<file path="config.mk">
export PLATFORM = sky130hd
export DESIGN_NAME = perm_cost_eval_flat
export DESIGN_NICKNAME = d
export VERILOG_FILES = /design/src/rtl/perm_cost_eval_if.sv /design/src/rtl/perm_cost_eval.sv /design/src/flat_wrapper.sv
export SDC_FILE = /design/constraint.sdc
export NUM_CORES = 1
export LEC_CHECK = 0
export BUFFER_PORTS_ARGS = -buffer_cell sky130_fd_sc_hd__buf_4
export CAP_MARGIN = 10
export CORE_UTILIZATION = 40
export CTS_CLUSTER_DIAMETER = 40
export DETAILED_ROUTE_END_ITERATION = 6
export GPL_ROUTABILITY_DRIVEN = 1
export PLACE_DENSITY = 0.65
export SETUP_SLACK_MARGIN = 0.2
export SLEW_MARGIN = 20
export SYNTH_ARGS = -nofsm -noshare
export SYNTH_HDL_FRONTEND = slang
export SYNTH_SLANG_ARGS = --single-unit
</file>
<file path="constraint.sdc">
create_clock -name CLK -period 4 [get_ports CLK]
set_input_delay 0.6 -clock CLK [delete_from_list [all_inputs] [get_ports CLK]]
set_output_delay 0.6 -clock CLK [all_outputs]
set_load 0.02 [all_outputs]
</file>
<file path="src/rtl/perm_cost_eval_if.sv">
// Handshake and cost-table bus between the permutation generator/cost table
// and the arrangement cost evaluator.
interface perm_cost_eval_if #(
   parameter int COST_W = 7,
   parameter int SUM_W  = 10,
   parameter int MCNT_W = 4
);
   logic              clr;
   logic              start;
   logic              last;
   logic [2:0]        arrange0;
   logic [2:0]        arrange1;
   logic [2:0]        arrange2;
   logic [2:0]        arrange3;
   logic [2:0]        arrange4;
   logic [2:0]        arrange5;
   logic [2:0]        arrange6;
   logic [2:0]        arrange7;
   logic              ready;
   logic [2:0]        W;
   logic [2:0]        J;
   logic [COST_W-1:0] Cost;
   logic              done;
   logic [SUM_W-1:0]  MinCost;
   logic [MCNT_W-1:0] MatchCount;
   logic              Valid;

   modport master (
      output clr, start, last,
      output arrange0, arrange1, arrange2, arrange3,
      output arrange4, arrange5, arrange6, arrange7,
      output Cost,
      input  ready, W, J, done, MinCost, MatchCount, Valid
   );

   modport slave (
      input  clr, start, last,
      input  arrange0, arrange1, arrange2, arrange3,
      input  arrange4, arrange5, arrange6, arrange7,
      input  Cost,
      output ready, W, J, done, MinCost, MatchCount, Valid
   );
endinterface

</file>
<file path="src/rtl/perm_cost_eval.sv">
// Evaluates the total cost of each offered worker->job arrangement and tracks
// the running minimum total and how many arrangements reached it.
module perm_cost_eval #(
   parameter int N_WORK = 8,
   parameter int COST_W = 7,
   parameter int SUM_W  = 10,
   parameter int MCNT_W = 4
) (
   input logic             CLK,
   input logic             RST,
   perm_cost_eval_if.slave bus
);
   localparam int IDX_W = $clog2(N_WORK);
   localparam logic [IDX_W-1:0] W_LAST = IDX_W'(N_WORK - 1);

   typedef enum logic [1:0] {IDLE, FETCH, UPDATE, FIN} state_t;

   state_t            state_q, state_d;
   logic [IDX_W-1:0]  arr_q [N_WORK];
   logic              last_q;
   logic [IDX_W-1:0]  w_q, j_q, w_nxt;
   logic [SUM_W-1:0]  acc_q, min_q;
   logic [MCNT_W-1:0] mcnt_q;
   logic              accept;

   function automatic logic [MCNT_W-1:0] sat_inc(input logic [MCNT_W-1:0] c);
      return (c == '1) ? c : c + 1'b1;
   endfunction

   assign accept = (state_q == IDLE) && bus.start;
   assign w_nxt  = w_q + 1'b1;

   always_comb begin
      state_d = state_q;
      case (state_q)
         IDLE:    if (bus.start) state_d = FETCH;
         FETCH:   if (w_q == W_LAST) state_d = UPDATE;
         UPDATE:  state_d = last_q ? FIN : IDLE;
         FIN:     state_d = FIN;
         default: state_d = IDLE;
      endcase
   end

   // Arrangement capture stage: data only, qualified by the accept strobe
   always_ff @(posedge CLK) begin
      if (accept) begin
         arr_q[0] <= bus.arrange0;
         arr_q[1] <= bus.arrange1;
         arr_q[2] <= bus.arrange2;
         arr_q[3] <= bus.arrange3;
         arr_q[4] <= bus.arrange4;
         arr_q[5] <= bus.arrange5;
         arr_q[6] <= bus.arrange6;
         arr_q[7] <= bus.arrange7;
         last_q   <= bus.last;
      end
   end

   // Fetch/accumulate and result-update stage; clr restarts the search
   always_ff @(posedge CLK) begin
      if (RST || bus.clr) begin
         state_q <= IDLE;
         w_q     <= '0;
         j_q     <= '0;
         acc_q   <= '0;
         min_q   <= '1;
         mcnt_q  <= '0;
      end else begin
         state_q <= state_d;
         case (state_q)
            IDLE: begin
               if (bus.start) begin
                  w_q   <= '0;
                  j_q   <= bus.arrange0;
                  acc_q <= '0;
               end
            end
            FETCH: begin
               acc_q <= acc_q + {{(SUM_W-COST_W){1'b0}}, bus.Cost};
               if (w_q != W_LAST) begin
                  w_q <= w_nxt;
                  j_q <= arr_q[w_nxt];
               end
            end
            UPDATE: begin
               if (acc_q < min_q) begin
                  min_q  <= acc_q;
                  mcnt_q <= MCNT_W'(1);
               end else if (acc_q == min_q) begin
                  mcnt_q <= sat_inc(mcnt_q);
               end
            end
            default: ;
         endcase
      end
   end

   assign bus.ready      = (state_q == IDLE);
   assign bus.done       = (state_q == UPDATE);
   assign bus.Valid      = (state_q == FIN);
   assign bus.W          = w_q;
   assign bus.J          = j_q;
   assign bus.MinCost    = min_q;
   assign bus.MatchCount = mcnt_q;
endmodule

</file>
<file path="src/flat_wrapper.sv">
// flat-port wrapper written by rule: the top's interface ports become plain ports
module perm_cost_eval_flat 
#(
   parameter int N_WORK = 8,
   parameter int COST_W = 7,
   parameter int SUM_W  = 10,
   parameter int MCNT_W = 4
)
  (CLK, RST, bus_clr, bus_start, bus_last, bus_arrange0, bus_arrange1, bus_arrange2, bus_arrange3, bus_arrange4, bus_arrange5, bus_arrange6, bus_arrange7, bus_Cost, bus_ready, bus_W, bus_J, bus_done, bus_MinCost, bus_MatchCount, bus_Valid);
  perm_cost_eval_if #(.COST_W(COST_W), .SUM_W(SUM_W), .MCNT_W(MCNT_W)) bus_i ();
  input logic CLK;
  input logic RST;
  input wire logic [$bits(bus_i.clr)-1:0] bus_clr;
  input wire logic [$bits(bus_i.start)-1:0] bus_start;
  input wire logic [$bits(bus_i.last)-1:0] bus_last;
  input wire logic [$bits(bus_i.arrange0)-1:0] bus_arrange0;
  input wire logic [$bits(bus_i.arrange1)-1:0] bus_arrange1;
  input wire logic [$bits(bus_i.arrange2)-1:0] bus_arrange2;
  input wire logic [$bits(bus_i.arrange3)-1:0] bus_arrange3;
  input wire logic [$bits(bus_i.arrange4)-1:0] bus_arrange4;
  input wire logic [$bits(bus_i.arrange5)-1:0] bus_arrange5;
  input wire logic [$bits(bus_i.arrange6)-1:0] bus_arrange6;
  input wire logic [$bits(bus_i.arrange7)-1:0] bus_arrange7;
  input wire logic [$bits(bus_i.Cost)-1:0] bus_Cost;
  output wire logic [$bits(bus_i.ready)-1:0] bus_ready;
  output wire logic [$bits(bus_i.W)-1:0] bus_W;
  output wire logic [$bits(bus_i.J)-1:0] bus_J;
  output wire logic [$bits(bus_i.done)-1:0] bus_done;
  output wire logic [$bits(bus_i.MinCost)-1:0] bus_MinCost;
  output wire logic [$bits(bus_i.MatchCount)-1:0] bus_MatchCount;
  output wire logic [$bits(bus_i.Valid)-1:0] bus_Valid;
  assign bus_i.clr = bus_clr;
  assign bus_i.start = bus_start;
  assign bus_i.last = bus_last;
  assign bus_i.arrange0 = bus_arrange0;
  assign bus_i.arrange1 = bus_arrange1;
  assign bus_i.arrange2 = bus_arrange2;
  assign bus_i.arrange3 = bus_arrange3;
  assign bus_i.arrange4 = bus_arrange4;
  assign bus_i.arrange5 = bus_arrange5;
  assign bus_i.arrange6 = bus_arrange6;
  assign bus_i.arrange7 = bus_arrange7;
  assign bus_i.Cost = bus_Cost;
  assign bus_ready = bus_i.ready;
  assign bus_W = bus_i.W;
  assign bus_J = bus_i.J;
  assign bus_done = bus_i.done;
  assign bus_MinCost = bus_i.MinCost;
  assign bus_MatchCount = bus_i.MatchCount;
  assign bus_Valid = bus_i.Valid;
  perm_cost_eval #(.N_WORK(N_WORK), .COST_W(COST_W), .SUM_W(SUM_W), .MCNT_W(MCNT_W)) u_core (.CLK(CLK), .RST(RST), .bus(bus_i));
endmodule
</file>
; ---- Yosys cells after proc, flatten, opt, wreduce, memory -nomap -nowiden
; Memories as Yosys holds them, arrays and structs flattened.
; Index checks and enable logic that the tools add are counted.
[classes]
magnitude_cmp = 1
n_mux = 17
n_addsub = 3
bitwise_logic = 0
n_shift = 0
mul = 0
n_reduce_logical = 10
div = 0
n_eq_ne = 11
[ops]
columns = op, count
row1 = $pmux W10 S2, 1
row2 = $mux W3, 4
row3 = $mux W4, 3
row4 = $pmux W3 S2, 2
row5 = $add A10 B7 Y10, 1
row6 = $eq A10 B10 Y1, 1
row7 = $lt A10 B10 Y1, 1
row8 = $mux W10, 1
row9 = $pmux W2 S4, 1
row10 = $mux W2, 3
row11 = $ne A2 B1 Y1 const B, 3
row12 = $reduce_and A2 Y1, 3
row13 = $reduce_and A3 Y1, 2
row14 = $add A4 B1 Y4 const B, 1
row15 = $eq A2 B2 Y1 const B, 2
row16 = $eq A4 B4 Y1 const B, 1
row17 = $reduce_bool A2 Y1, 2
row18 = $add A3 B1 Y3 const B, 1
row19 = $eq A3 B3 Y1 const B, 1
row20 = $ne A3 B3 Y1 const B, 1
row21 = $eq A2 B1 Y1 const B, 1
row22 = $logic_not A2 Y1, 1
row23 = $mux W1, 2
row24 = $ne A2 B2 Y1 const B, 1
row25 = 2 further kinds, 2
[totals]
ram_bits = 24
ff_bits = 33
rom_bits = 0
n_memories = 1
in_bits = 36
latchBits = 0
[memory_table]
columns = memory, depth, width, read_ports, rd_ports_with_merged_regs, wr, line_no
row1 = u_core.arr_q, 8, 3, 1, 0, 8, perm_cost_eval.sv:19  ; logic [IDX_W-1:0] arr_q [N_WORK];

; ---- Depth between registers and ports, before layout
[logic_depth]
ltp_word = 4
depth_mapped = 8
mapped_depth_nobuf = 8

; ---- Least setup slack after synthesis
; OpenSTA, ideal clock, no wires.
[synth_timing]
path_type = flip-flop to flip-flop
start = register u_core.min_q[3], in the netlist u_core.bus.MinCost[3]
end = register u_core.min_q[0], in the netlist u_core.bus.MinCost[0]
slack_ps = 1909
setup_time_ps = 143
stages_incl_launch_ff = 9
required_ps = 3857
path_buffers = 1
arrival_ps = 1948
synth_period_minus_slack_ps = 2091
path_cell_list = dfxtp_1 inv_1 ha_1 a21oi_1 o21ai_0 a2111o_1 buf_4 o21ai_0 o311ai_1
[synth_between]
elab_chain_cells = 2
[synth_lines]
columns = element, line_no
row1 = "start, declared", perm_cost_eval.sv:22  ; logic [SUM_W-1:0] acc_q, min_q;
row2 = "start signal, assigned", perm_cost_eval.sv:87  ; min_q <= acc_q;
row3 = $lt A10 B10 Y1, perm_cost_eval.sv:86  ; if (acc_q < min_q) begin
row4 = $reduce_and A2 Y1 (no line), n/a
; Every way passes these cells.
; A chain may end at the register's enable or synchronous reset.

; ---- Final worst setup path
[layout_timing]
start = register u_core.state_q[0]
end = output port bus_done
[layout_between]
elab_chain_cells = 1
[layout_lines]
columns = element, line_no
row1 = "start, declared", perm_cost_eval.sv:18  ; state_t state_q, state_d;
row2 = "start signal, assigned", perm_cost_eval.sv:69  ; state_q <= state_d;
row3 = $eq A2 B2 Y1, perm_cost_eval.sv:99  ; assign bus.done = (state_q == UPDATE);
row4 = "end, declared", flat_wrapper.sv:28  ; output wire logic [$bits(bus_i.done)-1:0] bus_done;
; Every way passes these cells.

==> metrics.csv <==
metric;value;unit
status;finished clean;
Clock Latency Late Sink;0.34;ns
leading area contributor after synthesis;edfxtp_1;
NumNets Final;379;
clock buffer count from CTS;9;
slowest stage delay, CP;0.49;ns
Synth Area in Compound Gates;15.33;%
Final Cell Area;0.003595;sq mm
die footprint;0.007547;sq mm
Area Growth Syn to Fin;24.75;%
initial antenna violation count;0;
syn_nets;320;
routed via count;2201;
setup bufs post-CTS;0;
row count;30;
crit end category;output pin;
share of layout cells above drive strength 1;28.75;%
Initial Util;41.95;%
CP Launch Type;register;
core area;0.006869;sq mm
1st-iter DRT viols;155;
Final WS setup;1.745;ns
crit path max fanout;11;
vias in the first global route;2055;
CTS Buffer Depth;2;
hpwl dp;4315;um
CP arrival;1.65;ns
async set-reset flop share out of synthesis;0;%
top cell type's share of synthesized area;26.05;%
Least-Margin Pin Slew;0.9816;ns
CTS H-tree depth;3;
final setup violation count;0;
Post-Place Worst Slack;1.755;ns
All-Layer GR Usage;16.77;%
grt ovf;0;
global-route wire length before repair;9439;um
sequential fraction of the synthesis area;48.28;%
Setup Skew;0.008842;ns
post_cts resized;0;
Die W;86.88;um
area of the mapped netlist;0.002882;sq mm
drt pass-1 iters;4;
RSZ-0062 raised after global routing;false;
post-synth cell types;51;
Slowest-stage cell, CP;dfxtp_1;
hold bufs inserted after CTS;0;
Routed Antenna Nets;0;
drt drc;0;
Clock transition at path regs;0.07;ns
largest net degree at the start of global routing;26;
commonest register cell after synthesis;dfxtp_1;
Die Y;86.88;um
Post-Synth Adder-Cell Area;9.379;%
TritonCTS clock tree;yes;
CP Class;register to output pin;
top cell family by delay on the critical path;flip-flops;
CTS Sinks;57;
Leak;1.530;nW
simple-gate area share of the yosys netlist;15.37;%
Yosys warnings;0;
Max Freq;443.5;MHz
IO buf count;58;
Post-Route WL;5854;um
post-synthesis xor/xnor area fraction;0.6079;%
Slew Viols, Final;0;
fin crit share;56.37;%
Crit path required time;3.40;ns
post-synthesis register bit count;57;
worst min path class;primary input to register;
DR WL/cell;13.84;um
Bufs and invs on worst path;2;
Tmin final;2.255;ns
Setup TNS;0;ns
crit path cell chain;nand2b_1, inv_2, buf_4;
# diodes;0;
Post-synth EDFFs;25;
mux cell area share after synthesis;6.513;%
Pwr Total;0.001277;W
main combinational cell family by area after synthesis;simple AND/OR/NAND/NOR gates;
Root Buffer;clkbuf_8;
Worst VDD drop;0.2494;mV
mean post-synth cell area;10.96;sq um
synthesized instance count;263;
via-per-instance ratio;5.203;
Max-slew headroom;34.48;%
Final Hold Vio Count;0;
pwr dens;355.3;mW/mm^2
# IOs;59;
Max-Cap Viols;0;
placed cell areas;0.003393;sq mm
gp weighted congestion;0.7810;
synth top area cells;edfxtp_1 (26%), dfxtp_1 (22%), ha_1 (8.7%), mux4_2 (4.7%), nand3_1 (3.5%);
cells in the mapped netlist (4+ instances only):
cell type  instances
inv_1             20
nor3_1             4
clkbuf_1           6
edfxtp_1          25
nand3_1           20
ha_1              20
a211oi_1           4
a21oi_1           19
nand2b_1           6
o211ai_1          12
dfxtp_1           32
nand2_1           11
o21ai_0            8
nor2_1            20
mux4_2             6
path summary, 6_finish.rpt:
| check | start | end | slack [ns] | cells past startpoint |
|---|---|---|---|---|
| worst max-delay path | u_core.state_q[0] | bus_done | 1.75 | 3 |
| worst min register to register | u_core.bus.W[1] | u_core.bus.W[1] | 0.48 | 2 |
| worst max register to register | u_core.bus.MinCost[3] | u_core.bus.MinCost[0] | 1.76 | 7 |
| worst min-delay path | bus_arrange1[2] | u_core.arr_q[1][2] | 0.43 | 1 |
kinds of logic after synthesis:
| logic type | count (synthesis) |
|---|---|
| flops | 57 |
| compound gates | 63 |
| mux | 11 |
| simple gates | 77 |
| xor+xnor | 2 |
| fa+ha+maj | 21 |
| buf+inv | 32 |
power by group:
| part | internal (W) | leakage (nW) | switching [W] | total (W) |
|---|---|---|---|---|
| Sequential | 0.000629 | 0.501 | 0.00000725 | 0.000636 |
| Combinational | 0.0000453 | 0.927 | 0.0000460 | 0.0000913 |
| Clock | 0.000294 | 0.102 | 0.000256 | 0.000550 |
| Total | 0.000968 | 1.53 | 0.000309 | 0.00128 |
per-layer routing:
metal | routed length (um) | track usage [%]
met5 | 0 | 0
met4 | 85 | 5.152
met3 | 369 | 7.678
met2 | 2880 | 28.27
met1 | 2519 | 18.93
metrics by stage:
stage	utilization, %	std cells	hold slack (ns)
5_1_grt	52.33	423	0.4013
4_1_cts	52.33	423	0.4129
3_3_place_gp	49.40	407	0.4692
6_report	52.33	423	0.4262
3_5_place_dp	49.40	407	0.4699
2_1_floorplan	-	263	0.4649
cell type report:
type                    count  area (sq um)
clock buffers               9         123.9
clock inverters             7         77.57
fillers                   621          3274
inverters                  21         78.83
multi-input cells         174          1360
flip-flops and latches     57          1391
well taps                  96         120.1
repair buffers             59         442.9
flip-flops by register name, summed over array words and instances, names as in the netlist:
name,cells
u_core.state_q,2
u_core.arr_q,24
u_core.bus.MinCost,10
u_core.bus.MatchCount,4
u_core.bus.W,3
u_core.last_q,1
u_core.acc_q,10
u_core.bus.J,3
cell usage in the layout (no fill, tap or decap), types with 3 or more instances in the layout:
cell / Yosys / final
a21oi_1: 19 / 19
nor3_1: 4 / 4
dfxtp_1: 32 / 32
a22oi_1: 3 / 3
edfxtp_1: 25 / 25
nand2_1: 11 / 11
ha_1: 20 / 20
buf_4: 2 / 59
clkbuf_8: 0 / 9
inv_6: 0 / 3
nand2b_1: 6 / 6
mux2i_1: 3 / 3
o21ai_0: 8 / 8
o211ai_1: 12 / 12
nand3_1: 20 / 20
or3_1: 3 / 3
a211oi_1: 4 / 4
nor2_1: 20 / 20
mux4_2: 6 / 6
inv_1: 20 / 20
Power figures use the tool's default switching activity.
